`config.mk`:
```
export PLATFORM = sky130hd
export DESIGN_NAME = arithm_seq_flat
export DESIGN_NICKNAME = d
export VERILOG_FILES = /design/src/rtl/arithm_seq_pkg.sv /design/src/rtl/arithm_seq_if.sv /design/src/rtl/arithm_seq_divu.sv /design/src/rtl/arithm_seq.sv /design/src/flat_wrapper.sv
export SDC_FILE = /design/constraint.sdc
export NUM_CORES = 1
export LEC_CHECK = 0
export CAP_MARGIN = 40
export CORE_MARGIN = 4
export CORE_UTILIZATION = 35
export DETAILED_ROUTE_END_ITERATION = 8
export SYNTH_ARGS = -nofsm -noshare
export SYNTH_HDL_FRONTEND = slang
export SYNTH_SLANG_ARGS = --single-unit
export TNS_END_PERCENT = 50
```
`constraint.sdc`:
```
create_clock -name clk -period 4.27 [get_ports clk]
set_clock_uncertainty 0.2 [all_clocks]
set_input_delay 0.427 -clock clk [delete_from_list [all_inputs] [get_ports clk]]
set_output_delay 0.427 -clock clk [all_outputs]
set_load 0.005 [all_outputs]
```
`src/rtl/arithm_seq_pkg.sv`:
```
// Shared ALU constants for the multi-cycle arithmetic unit: opcodes, FSM encodings,
// the result flag bundle and small opcode classification helpers.
package arithm_seq_pkg;

    localparam logic [2:0] ALU_ADD   = 3'b000;
    localparam logic [2:0] ALU_SUB   = 3'b001;
    localparam logic [2:0] ALU_MUL_L = 3'b010;
    localparam logic [2:0] ALU_MUL_H = 3'b011;
    localparam logic [2:0] ALU_DIV   = 3'b100;
    localparam logic [2:0] ALU_REM   = 3'b101;

    localparam logic [1:0] ST_IDLE = 2'd0;
    localparam logic [1:0] ST_MUL  = 2'd1;
    localparam logic [1:0] ST_DIV  = 2'd2;
    localparam logic [1:0] ST_DONE = 2'd3;

    typedef struct packed {
        logic cf;
        logic ovf;
        logic dz;
    } flags_t;

    function automatic logic is_mul(input logic [2:0] op);
        return (op == ALU_MUL_L) || (op == ALU_MUL_H);
    endfunction

    function automatic logic is_div(input logic [2:0] op);
        return (op == ALU_DIV) || (op == ALU_REM);
    endfunction

endpackage

```
`src/rtl/arithm_seq_if.sv`:
```
// Request/response bundle between the opcode decoder, the arithmetic unit and writeback.
interface arithm_seq_if #(
    parameter int WIDTH = 32
);
    // Request transfers on a rising edge where i_valid && o_ready; o_ready is high only when
    // idle. o_valid is a one-cycle pulse with no back-pressure; o_data/flags hold until the next.
    logic             i_valid;
    logic             o_ready;
    logic [2:0]       i_op;
    logic [WIDTH-1:0] i_a;
    logic [WIDTH-1:0] i_b;
    logic             o_valid;
    logic [WIDTH-1:0] o_data;
    logic             o_cf;
    logic             o_ovf;
    logic             o_dz;

    modport slave (
        input  i_valid, i_op, i_a, i_b,
        output o_ready, o_valid, o_data, o_cf, o_ovf, o_dz
    );

    modport master (
        output i_valid, i_op, i_a, i_b,
        input  o_ready, o_valid, o_data, o_cf, o_ovf, o_dz
    );
endinterface

```
`src/rtl/arithm_seq_divu.sv`:
```
// Restoring unsigned divider: one quotient bit per cycle, MSB first, WIDTH steps per start.
// quot_o/rem_o are the values after the current step so the caller can capture them on last_o.
module arithm_divu #(
    parameter int WIDTH = 32,
    parameter int CNT_W = $clog2(WIDTH + 1)
) (
    input  logic             clk,
    input  logic             rst_n,
    input  logic             start_i,
    input  logic [WIDTH-1:0] a_i,
    input  logic [WIDTH-1:0] b_i,
    output logic             busy_o,
    output logic             last_o,
    output logic [WIDTH-1:0] quot_o,
    output logic [WIDTH-1:0] rem_o,
    output logic             dz_o
);
    logic [WIDTH-1:0] quot_q, rem_q, div_q;
    logic [CNT_W-1:0] cnt_q;
    logic             busy_q, dz_q;
    logic [WIDTH:0]   part;
    logic [WIDTH:0]   diff;
    logic             ge;

    // A zero divisor always "fits", giving an all-ones quotient and the dividend as remainder.
    always_comb begin
        part   = {rem_q, quot_q[WIDTH-1]};
        diff   = part - {1'b0, div_q};
        ge     = (part >= {1'b0, div_q});
        quot_o = {quot_q[WIDTH-2:0], ge};
        rem_o  = ge ? diff[WIDTH-1:0] : part[WIDTH-1:0];
    end

    assign busy_o = busy_q;
    assign last_o = busy_q && (cnt_q == '0);
    assign dz_o   = dz_q;

    always_ff @(posedge clk or negedge rst_n) begin
        if (!rst_n) begin
            quot_q <= '0;
            rem_q  <= '0;
            div_q  <= '0;
            cnt_q  <= '0;
            busy_q <= 1'b0;
            dz_q   <= 1'b0;
        end else if (start_i) begin
            quot_q <= a_i;
            rem_q  <= '0;
            div_q  <= b_i;
            cnt_q  <= CNT_W'(WIDTH - 1);
            busy_q <= 1'b1;
            dz_q   <= (b_i == '0);
        end else if (busy_q) begin
            quot_q <= quot_o;
            rem_q  <= rem_o;
            if (cnt_q == '0) busy_q <= 1'b0;
            else             cnt_q  <= cnt_q - 1'b1;
        end
    end
endmodule

```
`src/rtl/arithm_seq.sv`:
```
// Multi-cycle arithmetic unit: single-cycle ADD/SUB, shift-add multiply and restoring divide
// over WIDTH iterations, with a valid/ready request side and a one-cycle result pulse.
module arithm_seq
    import arithm_seq_pkg::*;
#(
    parameter int WIDTH = 32
) (
    input  logic        clk,
    input  logic        rst_n,
    arithm_seq_if.slave bus,
    output logic [1:0]  state_o
);
    localparam int CNT_W = $clog2(WIDTH + 1);

    logic [1:0]       state_q, state_d;
    logic [2:0]       op_q;
    logic [WIDTH-1:0] mcand_q, acc_q, mq_q, data_q;
    logic [CNT_W-1:0] cnt_q;
    flags_t           flags_q;

    logic             accept, is_sub;
    logic [WIDTH-1:0] b_eff, addend, acc_nx, mq_nx;
    logic [WIDTH:0]   sum, msum;
    logic             add_ovf;
    logic             div_busy, div_last, div_dz;
    logic [WIDTH-1:0] div_quot, div_rem;

    assign accept = bus.i_valid && (state_q == ST_IDLE);

    always_comb begin
        is_sub  = (bus.i_op == ALU_SUB);
        b_eff   = is_sub ? ~bus.i_b : bus.i_b;
        sum     = {1'b0, bus.i_a} + {1'b0, b_eff} + {{WIDTH{1'b0}}, is_sub};
        add_ovf = (bus.i_a[WIDTH-1] == b_eff[WIDTH-1]) && (sum[WIDTH-1] != bus.i_a[WIDTH-1]);
        // {acc, mq} is the running 2*WIDTH product; each step adds and shifts right by one.
        addend  = mq_q[0] ? mcand_q : '0;
        msum    = {1'b0, acc_q} + {1'b0, addend};
        acc_nx  = msum[WIDTH:1];
        mq_nx   = {msum[0], mq_q[WIDTH-1:1]};
    end

    always_comb begin
        state_d = state_q;
        case (state_q)
            ST_IDLE: if (accept) begin
                if (is_mul(bus.i_op))      state_d = ST_MUL;
                else if (is_div(bus.i_op)) state_d = ST_DIV;
                else                       state_d = ST_DONE;
            end
            ST_MUL:  if (cnt_q == '0) state_d = ST_DONE;
            ST_DIV:  if (div_last)    state_d = ST_DONE;
            default: state_d = ST_IDLE;
        endcase
    end

    arithm_divu #(.WIDTH(WIDTH), .CNT_W(CNT_W)) u_divu (
        .clk     (clk),
        .rst_n   (rst_n),
        .start_i (accept && is_div(bus.i_op)),
        .a_i     (bus.i_a),
        .b_i     (bus.i_b),
        .busy_o  (div_busy),
        .last_o  (div_last),
        .quot_o  (div_quot),
        .rem_o   (div_rem),
        .dz_o    (div_dz)
    );

    always_ff @(posedge clk or negedge rst_n) begin
        if (!rst_n) begin
            state_q <= ST_IDLE;
            op_q    <= '0;
            mcand_q <= '0;
            acc_q   <= '0;
            mq_q    <= '0;
            cnt_q   <= '0;
            data_q  <= '0;
            flags_q <= '0;
        end else begin
            state_q <= state_d;
            case (state_q)
                ST_IDLE: if (accept) begin
                    op_q <= bus.i_op;
                    if (is_mul(bus.i_op)) begin
                        mcand_q <= bus.i_b;
                        mq_q    <= bus.i_a;
                        acc_q   <= '0;
                        cnt_q   <= CNT_W'(WIDTH - 1);
                    end else if (bus.i_op == ALU_ADD || bus.i_op == ALU_SUB) begin
                        data_q  <= sum[WIDTH-1:0];
                        flags_q <= '{cf: sum[WIDTH], ovf: add_ovf, dz: 1'b0};
                    end else if (!is_div(bus.i_op)) begin
                        data_q  <= '0;
                        flags_q <= '0;
                    end
                end
                ST_MUL: begin
                    acc_q <= acc_nx;
                    mq_q  <= mq_nx;
                    if (cnt_q == '0) begin
                        data_q  <= (op_q == ALU_MUL_H) ? acc_nx : mq_nx;
                        flags_q <= '0;
                    end else begin
                        cnt_q <= cnt_q - 1'b1;
                    end
                end
                ST_DIV: if (div_last) begin
                    data_q  <= (op_q == ALU_DIV) ? div_quot : div_rem;
                    flags_q <= '{cf: 1'b0, ovf: 1'b0, dz: div_dz};
                end
                default: ;
            endcase
        end
    end

    assign bus.o_ready = (state_q == ST_IDLE);
    assign bus.o_valid = (state_q == ST_DONE);
    assign bus.o_data  = data_q;
    assign bus.o_cf    = flags_q.cf;
    assign bus.o_ovf   = flags_q.ovf;
    assign bus.o_dz    = flags_q.dz;
    assign state_o     = state_q;

    // div_busy mirrors ST_DIV; kept visible for checker binding.
    logic unused_busy;
    assign unused_busy = div_busy;
endmodule

```
`src/flat_wrapper.sv`:
```
// flat-port wrapper written by rule: the top's interface ports become plain ports
module arithm_seq_flat import arithm_seq_pkg::*;
#(
    parameter int WIDTH = 32
)
  (clk, rst_n, state_o, bus_i_valid, bus_i_op, bus_i_a, bus_i_b, bus_o_ready, bus_o_valid, bus_o_data, bus_o_cf, bus_o_ovf, bus_o_dz);
  arithm_seq_if #(.WIDTH(WIDTH)) bus_i ();
  input  logic clk;
  input  logic rst_n;
  output logic [1:0] state_o;
  input wire logic [$bits(bus_i.i_valid)-1:0] bus_i_valid;
  input wire logic [$bits(bus_i.i_op)-1:0] bus_i_op;
  input wire logic [$bits(bus_i.i_a)-1:0] bus_i_a;
  input wire logic [$bits(bus_i.i_b)-1:0] bus_i_b;
  output wire logic [$bits(bus_i.o_ready)-1:0] bus_o_ready;
  output wire logic [$bits(bus_i.o_valid)-1:0] bus_o_valid;
  output wire logic [$bits(bus_i.o_data)-1:0] bus_o_data;
  output wire logic [$bits(bus_i.o_cf)-1:0] bus_o_cf;
  output wire logic [$bits(bus_i.o_ovf)-1:0] bus_o_ovf;
  output wire logic [$bits(bus_i.o_dz)-1:0] bus_o_dz;
  assign bus_i.i_valid = bus_i_valid;
  assign bus_i.i_op = bus_i_op;
  assign bus_i.i_a = bus_i_a;
  assign bus_i.i_b = bus_i_b;
  assign bus_o_ready = bus_i.o_ready;
  assign bus_o_valid = bus_i.o_valid;
  assign bus_o_data = bus_i.o_data;
  assign bus_o_cf = bus_i.o_cf;
  assign bus_o_ovf = bus_i.o_ovf;
  assign bus_o_dz = bus_i.o_dz;
  arithm_seq #(.WIDTH(WIDTH)) u_core (.clk(clk), .rst_n(rst_n), .bus(bus_i), .state_o(state_o));
endmodule
```
[Yosys cells after proc, flatten, opt, wreduce, memory -nomap -nowiden]
Index checks and enable logic that the tools add are counted.
Storage, ports and cells
  bits in registers: 246
  input port bits: 70
  output and inout bits: 39
  logic and storage cells: 111
Cells by class
  add/sub/neg operators: 6
  $lt $le $gt $ge: 1
  eq/ne operators: 20
  muxes and demuxes: 45
  bitwise logic cells: 1
  reduce and logical (&&, ||, !) cells: 22
Operators by type and width (count)
  $mux 32: 19
  $pmux 32 s2: 2
  $pmux 32 s3: 1
  $add 32x32->33: 2
  $mux 6: 6
  $add 33x1->33: 1
  $ge 33x32->1: 1
  $logic_not 32->1: 1
  $not 32->32: 1
  $sub 32x32->32: 1
  $mux 3: 6
  $logic_not 6->1: 2
  $pmux 6 s2: 1
  $sub 6x1->6 const B: 2
  $eq 3x2->1 const B: 3
  $eq 3x3->1 const B: 3
  $pmux 3 s3: 1
  $reduce_and 3->1: 3
  $mux 2: 4
  $ne 2x1->1 const B: 4
  $ne 2x2->1 const B: 3
  $pmux 2 s3: 1
  $reduce_and 6->1: 1
  $eq 2x2->1 const B: 2
  other kinds (14): 24

[Logic depth before layout (Yosys ltp)]
  word-level depth: 10
  gate-level depth with buffers: 15
  gate-level depth less buffers: 13

[Hierarchy]
A second synthesis with hierarchy kept.
Second synthesis, totals
  cell total of the unflattened synthesis: 1993
  area, all modules: 17685.7 um2
Modules (own cells, without submodules)
  arithm_seq: times used 1, cells an instance 1215, area an instance 10802.9 um2, seq. area each 3553.4 um2
  arithm_divu: times used 1, cells an instance 778, area an instance 6882.9 um2, seq. area each 2602.5 um2

[Worst setup path before layout]
OpenSTA, ideal clock, no wires.
  kind: input -> register
  start point: in bus_i_op[2]
  end point: reg u_core.data_q[31] (netlist: u_core.bus.o_data[31])
  library setup time: 129 ps
  data arrival time: 3623 ps
  data required time: 3941 ps
  slack: 317 ps
  stages on the path: 13
  path buffers: 1
  cells stage by stage: nor3b_1 > clkbuf_1 > xor2_1 > ha_1 > o21ai_1 > o21ai_0 > or3b_2 > a2111oi_2 > or2_1 > o211ai_2 > mux2_4 > nor2_2 > o41a_1
On the way
  cells in the longest elaborated chain, start to end: 8
  elaborated cells on any way between the ends: 19
  classes of those cells: 2 x add/sub; 7 x eq/ne; 5 x mux; 5 x reduce/logical
Ends and longest elaborated chain
  start, declared: line flat_wrapper.sv:12  | input wire logic [$bits(bus_i.i_op)-1:0] bus_i_op;
  $eq 3x1->1: line arithm_seq.sv:31, arithm_seq.sv:89
  $mux 32: line arithm_seq.sv:32  | b_eff = is_sub ? ~bus.i_b : bus.i_b;
  $add 32x32->33: line arithm_seq.sv:33  | sum = {1'b0, bus.i_a} + {1'b0, b_eff} + {{WIDTH{1'b0}}, is_sub};
  $add 33x1->33: line arithm_seq.sv:33
  $mux 32: line arithm_seq.sv:89  | end else if (bus.i_op == ALU_ADD || bus.i_op == ALU_SUB) begin
  $mux 32: line arithm_seq.sv:84  | if (is_mul(bus.i_op)) begin
  $mux 32: line arithm_seq.sv:82  | ST_IDLE: if (accept) begin
  $pmux 32 s3: line arithm_seq.sv:81  | case (state_q)
  end signal, assigned: line arithm_seq.sv:90  | data_q <= sum[WIDTH-1:0];
  end signal, assigned: line arithm_seq.sv:101  | data_q <= (op_q == ALU_MUL_H) ? acc_nx : mq_nx;
  end signal, assigned: line arithm_seq.sv:108  | data_q <= (op_q == ALU_DIV) ? div_quot : div_rem;
  end, declared: line arithm_seq.sv:17  | logic [WIDTH-1:0] mcand_q, acc_q, mq_q, data_q;
Several ways; a longest one is shown, not always the timed one. The select of a mux whose other input is x is not followed.
A chain may end at the register's enable or synchronous reset.

[Worst setup path in the final report]
  start point: reg u_core.mq_q[0]
  end point: reg u_core.data_q[28] (netlist: u_core.bus.o_data[28])
On the way
  cells in the longest elaborated chain, start to end: 5
Ends and longest elaborated chain
  start, declared: line arithm_seq.sv:17
  start signal, assigned: line arithm_seq.sv:86  | mq_q <= bus.i_a;
  start signal, assigned: line arithm_seq.sv:99  | mq_q <= mq_nx;
  $mux 32: line arithm_seq.sv:36  | addend = mq_q[0] ? mcand_q : '0;
  $add 32x32->33: line arithm_seq.sv:37  | msum = {1'b0, acc_q} + {1'b0, addend};
  $mux 32: line arithm_seq.sv:101
  $mux 32: line arithm_seq.sv:100  | if (cnt_q == '0) begin
  $pmux 32 s3: line arithm_seq.sv:81
No other way between the ends. The select of a mux whose other input is x is not followed.

==> out/results.tsv <==
stage	metric	value	unit
status	status	finished clean	
pwr	combinational power share	0.594	
layout	Syn-to-layout area delta	21.0	%
global_route	GRT Util Overall	0.238	
placement	Final Wtd Congestion	0.947	
synthesis	post-synthesis cell area	17300	um2
worst_setup_path	reg2reg path depth	12	
clocking	Worst-Skew Late Latency	0.54	ns
global_route	first-pass GRT wire length	97.3	mm
layout	# fillers	4812	
clocking	CTS clk-pin slew, worst paths	0.06	ns
clocking	CTS tree	done	
global_route	number of global-route vias before repair	15600	
pwr	Clk network pwr share	0.165	
global_route	initial antenna violation count	1	
layout	register area	6160	um2
global_route	grt total ovfl	0	
layout	Antenna Cells	0	
pwr	Leakage	9.36	nW
detailed_routing	Routed WL per cell	22.9	um
detailed_routing	DRT iter0 DRCs	1614	
synthesis	synth unique cells	98	
floorplan	num ports	109	
layout	nets	2318	
floorplan	Die X	231	um
synthesis	Post-Syn Nets	2166	
synthesis	Seq/Total Area, Yosys	0.355	
pwr	Reg power frac	0.241	
detailed_routing	DR vias	16000	
global_route	largest net degree at the start of global routing	152	
timing	Final Hold Vio Count	0	
worst_setup_path	Crit Path Max Fanout	27	
detailed_routing	Detail Route Antenna Nets	0	
floorplan	die area	53100	um2
floorplan	Die H	231	um
detailed_routing	drt via density	5.67	
synthesis	asr flop ratio synth	1.00	
pwr	switching power	8.54	mW
timing	period utilisation layout	0.967	
detailed_routing	Post-route DRC	0	
floorplan	row count	81	
clocking	CTS H-tree lvls	2	
worst_setup_path	Setup CP Type	flop to flop	
timing	Worst Tran Pin Value	0.842	ns
synthesis	Post-synth EDFFs	0	
timing	fmax	242	MHz
worst_setup_path	crit path launch type	flop	
pwr	Int Power	9.70	mW
layout	commonest non-fill, non-tap cell in the layout	nand2_1	
run	number of max-cap violations	0	
clocking	clock sink total	246	
worst_setup_path	Setup crit end kind	flop	
clocking	# Post-CTS Setup Buffers	0	
synthesis	Post-Syn Instances	1990	
timing	endpoints failing setup	0	
synthesis	Synth Warn #	0	
synthesis	simple-gate share of the synthesized area	0.159	
clocking	Clock Tree Root	clkbuf_16	
synthesis	xor and xnor area share after synthesis	0.0586	
placement	DP Area	19800	um2
synthesis	Compound-Gate Fraction of Synth Area	0.228	
synthesis	Mean Syn Cell Area	8.71	um2
floorplan	initial core utilization	0.354	
worst_setup_path	Worst Path Arrival	4.33	ns
clocking	total CTS buffers	34	
worst_setup_path	WP data required	4.47	ns
synthesis	largest family of logic cells by synthesized area	compound AO/OA/AOI/OAI gates	
layout	fin util	0.428	
layout	cell area after layout	21000	um2
timing	Final Critical Period	4.13	ns
timing	RSZ-0062 raised after global routing	no	
synthesis	Most used DFF post-synth	dfrtp_1	
layout	area of the multi-input gates	10500	um2
synthesis	Synth Area in Adders	0.0778	
worst_hold_path	hold crit path type	input port to async pin	
pwr	Power Density	870	nW/um2
pwr	Max rail drop VDD	0.315	mV
placement	IO Port Bufs	108	
pwr	Sw Share	0.468	
layout	share of layout cells above drive strength 1	0.115	
floorplan	core area	49000	um2
detailed_routing	Total Routed Length	64.8	mm
layout	most frequent cells in the layout	nand2_1, dfrtp_1, o21ai_0	
synthesis	mux contribution to synthesized area	0.0790	
placement	HPWL Detailed	49.9	mm
timing	Slew HR	0.439	
synthesis	Yosys reg bits	246	
timing	Pins Over Slew Limit	0	
clocking	CTS Buffer Depth	3	
detailed_routing	DR pass1 iterations	6	
==> power groups by stage <==
stage	combinational (mW)	sequential (mW)	clock [mW]
3_3_place_gp	10.5	4.37	0
4_1_cts	10.7	4.38	3.07
3_5_place_dp	10.6	4.40	0
6_report	10.8	4.41	3.01
5_1_grt	11.8	4.52	3.16
2_1_floorplan	7.25	4.07	0
==> cells by family (layout without fill, tap and decap cells) <==
logic type / count (synthesis) / in the layout
XOR/XNOR: 116 / 116
adder cells (fa/ha/maj): 106 / 106
multiplexers: 132 / 132
flip-flops: 246 / 246
AND/OR/NAND/NOR: 597 / 597
AO/OA/AOI/OAI: 614 / 614
buffers and inverters: 179 / 354
==> per-layer routing <==
layer  wire [um]  vias to the layer above  track usage
li1            -                     7508            -
met1       29900                     7881        0.342
met2       29100                      555        0.372
met3        4190                       94       0.0395
met4        1590                        0       0.0633
met5           0                        -            0
==> state kept, by name, indices dropped and copies added, names as in the netlist, 32 cells and up <==
register / cells
u_core.mq_q: 32
u_core.acc_q: 32
u_core.u_divu.div_q: 32
u_core.bus.o_data: 32
u_core.u_divu.quot_q: 32
u_core.u_divu.rem_q: 32
u_core.mcand_q: 32
==> cells in the mapped netlist, types with 11 or more instances <==
cell type / count / share of area
nor3_1: 25 / 0.0072
dfrtp_1: 246 / 0.36
ha_1: 103 / 0.074
mux2i_1: 96 / 0.055
xnor2_1: 50 / 0.025
o21bai_1: 11 / 0.0048
inv_1: 68 / 0.015
xor2_1: 66 / 0.033
and2_1: 39 / 0.014
a221oi_1: 13 / 0.0066
a31oi_1: 29 / 0.010
nor2_1: 135 / 0.029
a211oi_1: 38 / 0.016
nand4_1: 24 / 0.0087
o21ai_0: 191 / 0.055
o211ai_1: 17 / 0.0074
clkbuf_1: 91 / 0.020
mux2_2: 35 / 0.023
nand2b_1: 20 / 0.0072
nor4_1: 15 / 0.0054
a22o_1: 17 / 0.0086
nand3_1: 38 / 0.011
o21ai_1: 22 / 0.0064
a21o_1: 37 / 0.016
nand2_1: 246 / 0.053
a21oi_1: 125 / 0.036
==> worst paths after layout <==
| path | start | end | slack [ns] |
|---|---|---|---|
| max in group asynchronous | rst_n | u_core.u_divu.busy_o | 2.68 |
| min in group clk | u_core.bus.o_dz | u_core.bus.o_dz | 0.28 |
| worst max register to register | u_core.mq_q[0] | u_core.bus.o_data[28] | 0.14 |
| worst min-delay path | rst_n | u_core.u_divu.div_q[16] | 0.28 |
| worst min register to register | u_core.bus.o_dz | u_core.bus.o_dz | 0.28 |
| worst max-delay path | u_core.mq_q[0] | u_core.bus.o_data[28] | 0.14 |
==> layout make-up <==
cell class | instances | area share
Inverter | 68 | 0.0122
Clock buffer | 49 | 0.0495
Sequential cell | 246 | 0.294
Timing Repair Buffer | 227 | 0.0990
Tap cell | 664 | 0.0396
Clock inverter | 10 | 0.00674
Multi-Input combinational cell | 1565 | 0.499
==> metrics by stage <==
step	worst slack [ns]	instances	TNS (ns)	total power, mW	hold WS (ns)
floorplan	0.317	1990	0	11.3	-0.0686
global placement	-0.130	2767	-0.366	14.8	0.260
detailed placement	-0.143	2769	-0.558	15.0	0.268
CTS	0.311	2829	0	18.1	0.281
global route	0.105	2829	0	19.4	0.310
finish	0.141	2829	0	18.2	0.277
==> critical path: stages (launching register included) <==
cell      delay, ns
dfrtp_1        0.45
buf_4          0.30
and2_1         0.18
ha_1           0.28
nor3_1         0.25
nor2_1         0.10
a31oi_1        0.50
a21oi_1        0.30
a31o_1         0.30
o41ai_1        0.42
xnor2_1        0.26
a221oi_1       0.35
o22ai_1        0.12
==> repair_timing <==
item | CTS | global route
resized for setup | 0 | 1
setup endpoints to repair | 0 | 1
hold buffers | 1 | 0
endpoints found under the hold margin | 73 | 0
Power figures use the tool's default switching activity.
